<file path="src/rtl/reset_sequencer_pkg.sv">
// reset_seq_pkg: sequencer state type and counter width helper
// shared by the reset sequencer slice.
package reset_seq_pkg;

  typedef enum logic [2:0] {
    S_HOLD,
    S_DELAY,
    S_WAIT,
    S_DONE,
    S_FAULT
  } seq_state_t;

  function automatic int clog2_min1(input int v);
    return (v <= 1) ? 1 : $clog2(v);
  endfunction

endpackage

</file>
<file path="src/rtl/reset_sequencer_if.sv">
// reset_sequencer_if: per-stage reset release / ready bundle
// between the sequencer (master) and the released domains (slave).
interface reset_sequencer_if #(
  parameter int NUM_STAGES = 4
);

  logic [NUM_STAGES-1:0] stage_ack;
  logic [NUM_STAGES-1:0] stage_resetn;

  modport master (
    input  stage_ack,
    output stage_resetn
  );

  modport slave (
    output stage_ack,
    input  stage_resetn
  );

endinterface

</file>
<file path="src/rtl/reset_sequencer_lock_filter.sv">
// lock_filter: qualifies pll_locked by requiring LOCK_FILTER
// consecutive high cycles; lock_ok pulses on the qualifying edge.
module lock_filter
  import reset_seq_pkg::*;
#(
  parameter int LOCK_FILTER = 8
) (
  input  logic clk,
  input  logic sync_resetn,
  input  logic clr,
  input  logic pll_locked,
  output logic lock_ok
);

  localparam int CW = clog2_min1(LOCK_FILTER);
  localparam logic [CW-1:0] LAST = CW'(LOCK_FILTER - 1);

  logic [CW-1:0] lock_cnt;

  assign lock_ok = pll_locked && !clr && (lock_cnt == LAST);

  // clearing on lock_ok keeps the counter from wrapping
  always_ff @(posedge clk) begin
    if (!sync_resetn || clr || !pll_locked || lock_ok) begin
      lock_cnt <= '0;
    end else begin
      lock_cnt <= lock_cnt + 1'b1;
    end
  end

endmodule

</file>
<file path="src/rtl/reset_sequencer.sv">
// reset_sequencer: releases downstream resets one by one after
// PLL lock, with inter-stage delay, ack wait and sticky timeout.
module reset_sequencer
  import reset_seq_pkg::*;
#(
  parameter int NUM_STAGES   = 4,
  parameter int LOCK_FILTER  = 8,
  parameter int DELAY_CYCLES = 16,
  parameter int ACK_TIMEOUT  = 1024
) (
  input  logic                                clk,
  input  logic                                sync_resetn,
  input  logic                                pll_locked,
  reset_sequencer_if.master                   stg,
  output logic                                seq_done,
  output logic                                seq_fault,
  output logic [clog2_min1(NUM_STAGES)-1:0]   fault_stage
);

  localparam int IW = clog2_min1(NUM_STAGES);
  localparam int DW = clog2_min1(DELAY_CYCLES);
  localparam int TW = clog2_min1(ACK_TIMEOUT);
  localparam bit TO_EN = (ACK_TIMEOUT != 0);
  localparam int TO_MAX = TO_EN ? ACK_TIMEOUT - 1 : 0;

  localparam logic [IW-1:0] IDX_LAST = IW'(NUM_STAGES - 1);
  localparam logic [DW-1:0] DLY_LAST = DW'(DELAY_CYCLES - 1);
  localparam logic [TW-1:0] TO_LAST  = TW'(TO_MAX);

  seq_state_t            state;
  logic [IW-1:0]         idx;
  logic [DW-1:0]         dly_cnt;
  logic [TW-1:0]         to_cnt;
  logic [NUM_STAGES-1:0] rel_q;
  logic                  lock_ok;
  logic                  ack_cur;
  logic                  lock_lost;

  lock_filter #(
    .LOCK_FILTER(LOCK_FILTER)
  ) u_lock (
    .clk        (clk),
    .sync_resetn(sync_resetn),
    .clr        (state != S_HOLD),
    .pll_locked (pll_locked),
    .lock_ok    (lock_ok)
  );

  assign ack_cur = stg.stage_ack[idx];
  assign stg.stage_resetn = rel_q;

  // S_HOLD handles its own lock drops; S_FAULT ignores lock
  assign lock_lost = !pll_locked &&
    (state == S_DELAY || state == S_WAIT || state == S_DONE);

  always_ff @(posedge clk) begin
    if (!sync_resetn) begin
      state       <= S_HOLD;
      idx         <= '0;
      dly_cnt     <= '0;
      to_cnt      <= '0;
      rel_q       <= '0;
      seq_done    <= 1'b0;
      seq_fault   <= 1'b0;
      fault_stage <= '0;
    end else if (lock_lost) begin
      state    <= S_HOLD;
      idx      <= '0;
      dly_cnt  <= '0;
      to_cnt   <= '0;
      rel_q    <= '0;
      seq_done <= 1'b0;
    end else begin
      unique case (state)
        S_HOLD: begin
          if (lock_ok) begin
            state   <= S_DELAY;
            idx     <= '0;
            dly_cnt <= '0;
          end
        end
        S_DELAY: begin
          if (dly_cnt == DLY_LAST) begin
            rel_q[idx] <= 1'b1;
            state      <= S_WAIT;
            to_cnt     <= '0;
          end else begin
            dly_cnt <= dly_cnt + 1'b1;
          end
        end
        S_WAIT: begin
          if (ack_cur) begin
            if (idx == IDX_LAST) begin
              state    <= S_DONE;
              seq_done <= 1'b1;
            end else begin
              idx     <= idx + 1'b1;
              dly_cnt <= '0;
              state   <= S_DELAY;
            end
          end else if (TO_EN && to_cnt == TO_LAST) begin
            state       <= S_FAULT;
            seq_fault   <= 1'b1;
            fault_stage <= idx;
            rel_q       <= '0;
          end else if (TO_EN) begin
            to_cnt <= to_cnt + 1'b1;
          end
        end
        S_DONE: begin
          seq_done <= 1'b1;
        end
        S_FAULT: begin
          rel_q    <= '0;
          seq_done <= 1'b0;
        end
        default: begin
          state <= S_HOLD;
        end
      endcase
    end
  end

endmodule

</file>
<file path="src/flat_wrapper.sv">
// flat-port wrapper written by rule: the top's interface ports become plain ports
module reset_sequencer_flat import reset_seq_pkg::*;
#(
  parameter int NUM_STAGES   = 4,
  parameter int LOCK_FILTER  = 8,
  parameter int DELAY_CYCLES = 16,
  parameter int ACK_TIMEOUT  = 1024
)
  (clk, sync_resetn, pll_locked, seq_done, seq_fault, fault_stage, stg_stage_ack, stg_stage_resetn);
  reset_sequencer_if #(.NUM_STAGES(NUM_STAGES)) stg_i ();
  input  logic clk;
  input  logic sync_resetn;
  input  logic pll_locked;
  output logic seq_done;
  output logic seq_fault;
  output logic [clog2_min1(NUM_STAGES)-1:0] fault_stage;
  input wire logic [$bits(stg_i.stage_ack)-1:0] stg_stage_ack;
  output wire logic [$bits(stg_i.stage_resetn)-1:0] stg_stage_resetn;
  assign stg_i.stage_ack = stg_stage_ack;
  assign stg_stage_resetn = stg_i.stage_resetn;
  reset_sequencer #(.NUM_STAGES(NUM_STAGES), .LOCK_FILTER(LOCK_FILTER), .DELAY_CYCLES(DELAY_CYCLES), .ACK_TIMEOUT(ACK_TIMEOUT)) u_core (.clk(clk), .sync_resetn(sync_resetn), .pll_locked(pll_locked), .stg(stg_i), .seq_done(seq_done), .seq_fault(seq_fault), .fault_stage(fault_stage));
endmodule
</file>
<file path="config.mk">
export PLATFORM = sky130hd
export DESIGN_NAME = reset_sequencer_flat
export DESIGN_NICKNAME = d
export VERILOG_FILES = /design/src/rtl/reset_sequencer_pkg.sv /design/src/rtl/reset_sequencer_if.sv /design/src/rtl/reset_sequencer_lock_filter.sv /design/src/rtl/reset_sequencer.sv /design/src/flat_wrapper.sv
export SDC_FILE = /design/constraint.sdc
export NUM_CORES = 1
export LEC_CHECK = 0
export CAP_MARGIN = 20
export CORE_MARGIN = 2
export CORE_UTILIZATION = 61
export DETAILED_ROUTE_END_ITERATION = 10
export PLACE_DENSITY = 0.84
export SYNTH_ARGS = -nofsm -noshare
export SYNTH_HDL_FRONTEND = slang
export SYNTH_SLANG_ARGS = --single-unit
</file>
<file path="constraint.sdc">
create_clock -name clk -period 3.45 [get_ports clk]
set_input_delay 0.69 -clock clk [delete_from_list [all_inputs] [get_ports clk]]
set_output_delay 0.69 -clock clk [all_outputs]
set_load 0.01 [all_outputs]
</file>
==> impl_metrics.csv, run 1 <==
group,metric,value,unit
synth,syn_nets,218,
clock_network,hold_buffers,0,
timing,fmax,426,MHz
setup_path,crit_required,3720,ps
clock_network,path_clk_slew,100,ps
floorplanning,rows,19,
timing,period_needed,2350,ps
setup_path,slowest_delay,620,ps
setup_path,ff2ff_setup_slack,1190,ps
timing,tns,0,ps
synth,syn_avg_cell_area,8.57,um^2
status,outcome,"complete, no violations",
timing,slew_viol_final,0,
synth,synth_most_common_cell,"dfxtp_1",
timing,setup_violations,0,
timing,rsz0062_at_grt,"false",
global_route,antenna_found_initial,0,
global_route,grt_pass1_vias,1636,
synth,synth_area,1740,um^2
power_and_ir_drop,power_frac_comb,3.6,%
cells_and_area,drive_gt1_share,10.6,%
clock_network,cts-root-buf,"clkbuf_4",
synth,synth_warnings,0,
global_route,grt_overflow,0,
global_route,grt_pass1_wl,7200,um
clock_network,cts_buffers,5,
route,final_antenna_net_count,0,
synth,synth_area_leaders,"dfxtp_1, ha_1, a21oi_1",
setup_path,path_buf_inv,1,
clock_network,cts_tree,"built",
route,firstDrtPassIters,4,
floorplanning,die_w,57.4,um
synth,synth_seq_cells,30,
setup_path,critPathTopFamily,"multiplexers",
timing,worstMarginPinSlew,947,ps
route,wirelength,4410,um
floorplanning,start_util,63.7,%
floorplanning,pin_count,15,
route,drcViolationCount,0,
setup_path,cp_cell_sequence,"clkdlybuf4s50_1 > mux4_2 > a21o_4 > or4_1 > a21oi_1",
floorplanning,dieArea,3300,um^2
synth,ys_seq_area_share,34.5,%
setup_path,path_class,"in2reg",
placement,dp_slack,759,ps
power_and_ir_drop,p_switching,141,uW
timing,timing.final.ws_setup,1100,ps
power_and_ir_drop,p_clk_share,42.8,%
synth,synth_cells,203,
power_and_ir_drop,swShare,21.7,%
setup_path,crit_fanout,10,
route,wire_per_inst,17.8,um
synth,synth_top_area_share,34.5,%
placement,port_buffers,14,
floorplanning,die_y,57.4,um
route,vias_per_cell,7.08,
global_route,grt_max_degree,20,
power_and_ir_drop,irDropWorstVdd,0.380,mV
synth,synth-async-reset-ratio,0,%
timing,finalHoldViolCount,0,
power_and_ir_drop,powerDensity,329,nW/um^2
flow_run,drv_cap,0,
timing,skew,9.91,ps
global_route,gr-usage-all-layers,27.9,%
cells_and_area,num_antenna_cells,0,
timing,post-route-period-util,68.1,%
setup_path,critPathLaunchType,"primary input",
clock_network,htree_levels,2,
route,num_vias,1755,
placement,hpwl,3120,um
power_and_ir_drop,power.internal,508,uW
clock_network,clock_sinks,30,
clock_network,cts_buffer_depth,2,
timing,relSlewSlack,36.7,%
route,drt_iter0_drc,112,
synth,synth_edf_count,0,
synth,yosys.area.top_type,"dfxtp_1",
hold_path,hold_class,"reg2reg",
cells_and_area,final.fill_count,197,
setup_path,cp.arrival,2620,ps
synth,synth_flop_cell,"dfxtp_1",
clock_network,cts_resized,0,
clock_network,post_cts.repair.setup_buffers,0,
synth,synth.distinct_cells,52,
floorplanning,core-area,2730,um^2
clock_network,worstSkewPairLatency,340,ps
setup_path,cp_slowest_cell,"mux4_2",
power_and_ir_drop,p_leak,0.653,nW
synth,synthTopCellsByCount,"dfxtp_1, a21oi_1, inv_1",
placement,gp_congestion,0.851,
cells_and_area,areaGrowthSynthToFinish,13.2,%
power_and_ir_drop,seq_power_share,53.6,%
cells_and_area,final_nets,231,
setup_path,end_kind,"flip-flop",
## metal layers
metal  global-route usage [%]  vias up  share of wire (%)
met2                     46.9      109                 50
met5                        0        -                  0
li1                         -      814                  -
met1                     33.7      810                 38
met4                     14.3        0                2.9
met3                     5.44       22                8.5
## logic make-up (layout without fill, tap and decap cells)
logic type | Yosys count | in the layout | synth area share (%)
buffers and inverters | 23 | 37 | 5.46
DFF | 30 | 30 | 34.5
muxes | 2 | 2 | 1.94
adders and majority gates | 8 | 8 | 5.75
AOI/OAI and AO/OA | 71 | 71 | 29.2
and+or+nand+nor | 69 | 69 | 23.1
## metrics by stage
| stage | power (mW) | cells | utilization [%] | hold WS (ps) | instance area [um^2] |
|---|---|---|---|---|---|
| 2_1_floorplan | 0.367 | 203 | - | 398 | 1740 |
| 3_3_place_gp | 0.377 | 240 | 69.2 | 407 | 1890 |
| 3_5_place_dp | 0.379 | 240 | 69.2 | 418 | 1890 |
| 4_1_cts | 0.649 | 248 | 72.1 | 432 | 1970 |
| 5_1_grt | 0.664 | 248 | 72.1 | 467 | 1970 |
| 6_report | 0.649 | 248 | 72.1 | 426 | 1970 |
## power groups by stage
stage | Combinational, mW | Clock (mW) | Sequential, mW
final | 0.0233 | 0.278 | 0.348
after global routing | 0.0245 | 0.292 | 0.348
after CTS | 0.0229 | 0.278 | 0.348
after detailed placement | 0.0228 | 0 | 0.356
after global placement | 0.0218 | 0 | 0.356
after floorplan | 0.0114 | 0 | 0.356
## flip-flops by register name (all words and copies together), names as in the netlist
register                 cells
u_core.to_cnt               10
u_core.dly_cnt               4
u_core.stg.stage_resetn      4
u_core.state                 3
u_core.u_lock.lock_cnt       3
u_core.fault_stage           2
u_core.idx                   2
u_core.seq_done              1
u_core.seq_fault             1
## cell usage in the layout, fill, tap and decap left out, types with 6 or more instances in the layout
cell type        instances
a21oi_1                 14
dfxtp_1                 30
inv_1                   13
nand3_1                  6
ha_1                     8
nor2_1                   7
o21ai_0                  8
a221oi_1                 6
nor3_1                  11
clkdlybuf4s50_1         14
nand2_1                 11
o31ai_1                  6
## final cells by class
cell class | instances | area (um^2) | area share (%)
clock buffers | 5 | 37.5 | 1.90
repair buffers | 16 | 155 | 7.87
flip-flops and latches | 30 | 601 | 30.5
clock inverters | 3 | 40.0 | 2.03
well taps | 31 | 38.8 | 1.97
multi-input cells | 150 | 1050 | 53.3
inverters | 13 | 48.8 | 2.48
## worst reg2reg max path: stages (launching register included)
cell and delay, ps:
dfxtp_1 660, nor3b_1 840, nand2_1 330, o41ai_1 340
## path summary, 6_finish.rpt
kind	start	end	depth (start not counted)
min reg2reg	u_core.u_lock.lock_cnt[0]	u_core.u_lock.lock_cnt[0]	1
max	stg_stage_ack[2]	u_core.to_cnt[1]	5
max reg2reg	u_core.state[1]	u_core.idx[0]	3
min	u_core.u_lock.lock_cnt[0]	u_core.u_lock.lock_cnt[0]	1
(Power assumes the default switching activity.)
==> run 2, diff against run 1 <==
- CORE_UTILIZATION: 61 -> 57
- PLACE_DENSITY: 0.84 -> 0.79
- clock period: 3.45 -> 2.32 ns (I/O delays scaled with it)
==> impl_metrics.csv, run 2 (synthesis results as in run 1) <==
group,metric,value,unit
global_route,grt_max_degree,15,
setup_path,critPathTopFamily,"compound AO/OA/AOI/OAI gates",
global_route,grt_pass1_vias,1570,
floorplanning,core-area,2980,um^2
setup_path,cp.arrival,2330,ps
setup_path,worst-r2r-cell-count,4,
clock_network,path_clk_slew,100,ps
power_and_ir_drop,irDropWorstVdd,0.373,mV
power_and_ir_drop,p_leak,0.703,nW
floorplanning,start_util,58.4,%
placement,port_buffers,14,
floorplanning,die_w,59.3,um
global_route,antenna_found_initial,0,
hold_path,hold_class,"reg2reg",
setup_path,crit_fanout,14,
setup_path,slowest_delay,580,ps
cells_and_area,largest_reg_flops,10,
route,wire_per_inst,15.9,um
setup_path,r2r_end,"u_core.stg.stage_resetn[2]",
floorplanning,pin_count,15,
cells_and_area,regMostFlops,"u_core.to_cnt",
power_and_ir_drop,powerDensity,469,nW/um^2
timing,rsz0062_at_grt,"false",
hold_path,min_to,"u_core.u_lock.lock_cnt[0]",
timing,finalHoldViolCount,0,
timing,setup_violations,0,
timing,skew,11.0,ps
setup_path,crit_cells,4,
flow_run,drv_cap,0,
timing,period_needed,2090,ps
timing,worstMarginPinSlew,671,ps
floorplanning,dieArea,3510,um^2
hold_path,min-delay-start,"u_core.u_lock.lock_cnt[0]",
timing,tns,0,ps
global_route,gr-usage-all-layers,25.7,%
status,outcome,"complete, no violations",
clock_network,cts_resized,0,
timing,post-route-period-util,90.0,%
setup_path,path_buf_inv,0,
setup_path,path_class,"reg2reg",
clock_network,hold_buffers,0,
cells_and_area,areaGrowthSynthToFinish,18.0,%
cells_and_area,mostFrequentLayoutCell,"dfxtp_1",
clock_network,post_cts.repair.setup_buffers,0,
setup_path,cp_cell_sequence,"or3b_2 > o22ai_1 > o211ai_1 > a221oi_1",
placement,hpwl,3120,um
timing,relSlewSlack,54.9,%
timing,slew_viol_final,0,
cells_and_area,final_nets,242,
setup_path,end_kind,"flip-flop",
setup_path,cp_slowest_cell,"dfxtp_1",
route,vias_per_cell,6.49,
setup_path,crit_required,2560,ps
floorplanning,die_y,59.3,um
placement,dp_slack,-54.4,ps
setup_path,r2r_start,"u_core.state[0]",
clock_network,cts_buffers,5,
clock_network,worstSkewPairLatency,330,ps
route,final_antenna_net_count,0,
setup_path,ff2ff_setup_slack,230,ps
cells_and_area,drive_gt1_share,14.0,%
setup_path,critPathLaunchType,"flip-flop",
cells_and_area,num_antenna_cells,0,
hold_path,holdPathStages,1,
route,wirelength,4160,um
floorplanning,rows,20,
placement,gp_congestion,0.940,
timing,timing.final.ws_setup,231,ps
cells_and_area,final_cell_mix,"dfxtp_1, a21oi_1, clkdlybuf4s50_1",
clock_network,cts_tree,"built",
timing,whs,438,ps
global_route,grt_overflow,0,
timing,fmax,479,MHz
route,drcViolationCount,0,
cells_and_area,final.fill_count,239,
clock_network,clock_sinks,30,
clock_network,htree_levels,2,
global_route,grt_pass1_wl,6870,um
route,firstDrtPassIters,4,
placement,placed_area,1980,um^2
route,drt_iter0_drc,150,
clock_network,cts_buffer_depth,2,
cells_and_area,fin_area,2050,um^2
route,num_vias,1695,
clock_network,cts-root-buf,"clkbuf_4",
==> run 2: changes by cell type in the layout (fill, tap and decap cells not counted) <==
cell      delta
buf_4       +11
clkbuf_1     +2
clkinv_2     -2
==> run 2: layer usage <==
metal | share of wire (%) | wire length (um) | global-route usage [%] | up-vias
met1 | 45 | 1850 | 33.2 | 784
met4 | 0.89 | 37 | 12.0 | 0
met5 | 0 | 0 | 0 | -
met3 | 6.8 | 285 | 5.02 | 5
met2 | 48 | 1980 | 41.0 | 67
li1 | - | - | - | 839
==> run 2: per-stage QoR <==
stage | std cells | total power, mW | util [%]
finish | 261 | 0.963 | 68.9
floorplan | 203 | 0.546 | -
detailed placement | 253 | 0.565 | 66.4
global route | 261 | 1.00 | 68.9
CTS | 261 | 0.974 | 68.9
global placement | 253 | 0.564 | 66.4
==> run 2: worst max-delay path by stage <==
stage / from / endpoint / slack, ps
floorplan: u_core.idx[0] / u_core.to_cnt[1] / 360
global placement: stg_stage_ack[3] / u_core.to_cnt[1] / -5
detailed placement: stg_stage_ack[3] / u_core.stg.stage_resetn[3] / -50
CTS: u_core.idx[0] / u_core.dly_cnt[0] / 290
global route: u_core.idx[0] / u_core.dly_cnt[0] / 90
finish: u_core.state[0] / u_core.stg.stage_resetn[2] / 230
==> run 2: where the power goes <==
part / internal (mW) / total (mW) / switching [mW]
sequential: 0.516 / 0.517 / 0.000719
clock: 0.229 / 0.409 / 0.181
combinational: 0.0183 / 0.0367 / 0.0184
total: 0.763 / 0.963 / 0.200
==> run 2: area by class of cell <==
class	instances	area [um^2]	area share (%)
Clock inverter	1	30.0	1.46
Timing Repair Buffer	27	238	11.6
Clock buffer	7	45.0	2.19
Sequential cell	30	601	29.3
Tap cell	33	41.3	2.01
Multi-Input combinational cell	150	1050	51.1
Inverter	13	48.8	2.38
==> run 2: worst register-to-register path, stage by stage, from the launching register on <==
cell and delay [ps]:
dfxtp_1 580, or3b_2 550, o22ai_1 440, o211ai_1 160, a221oi_1 270
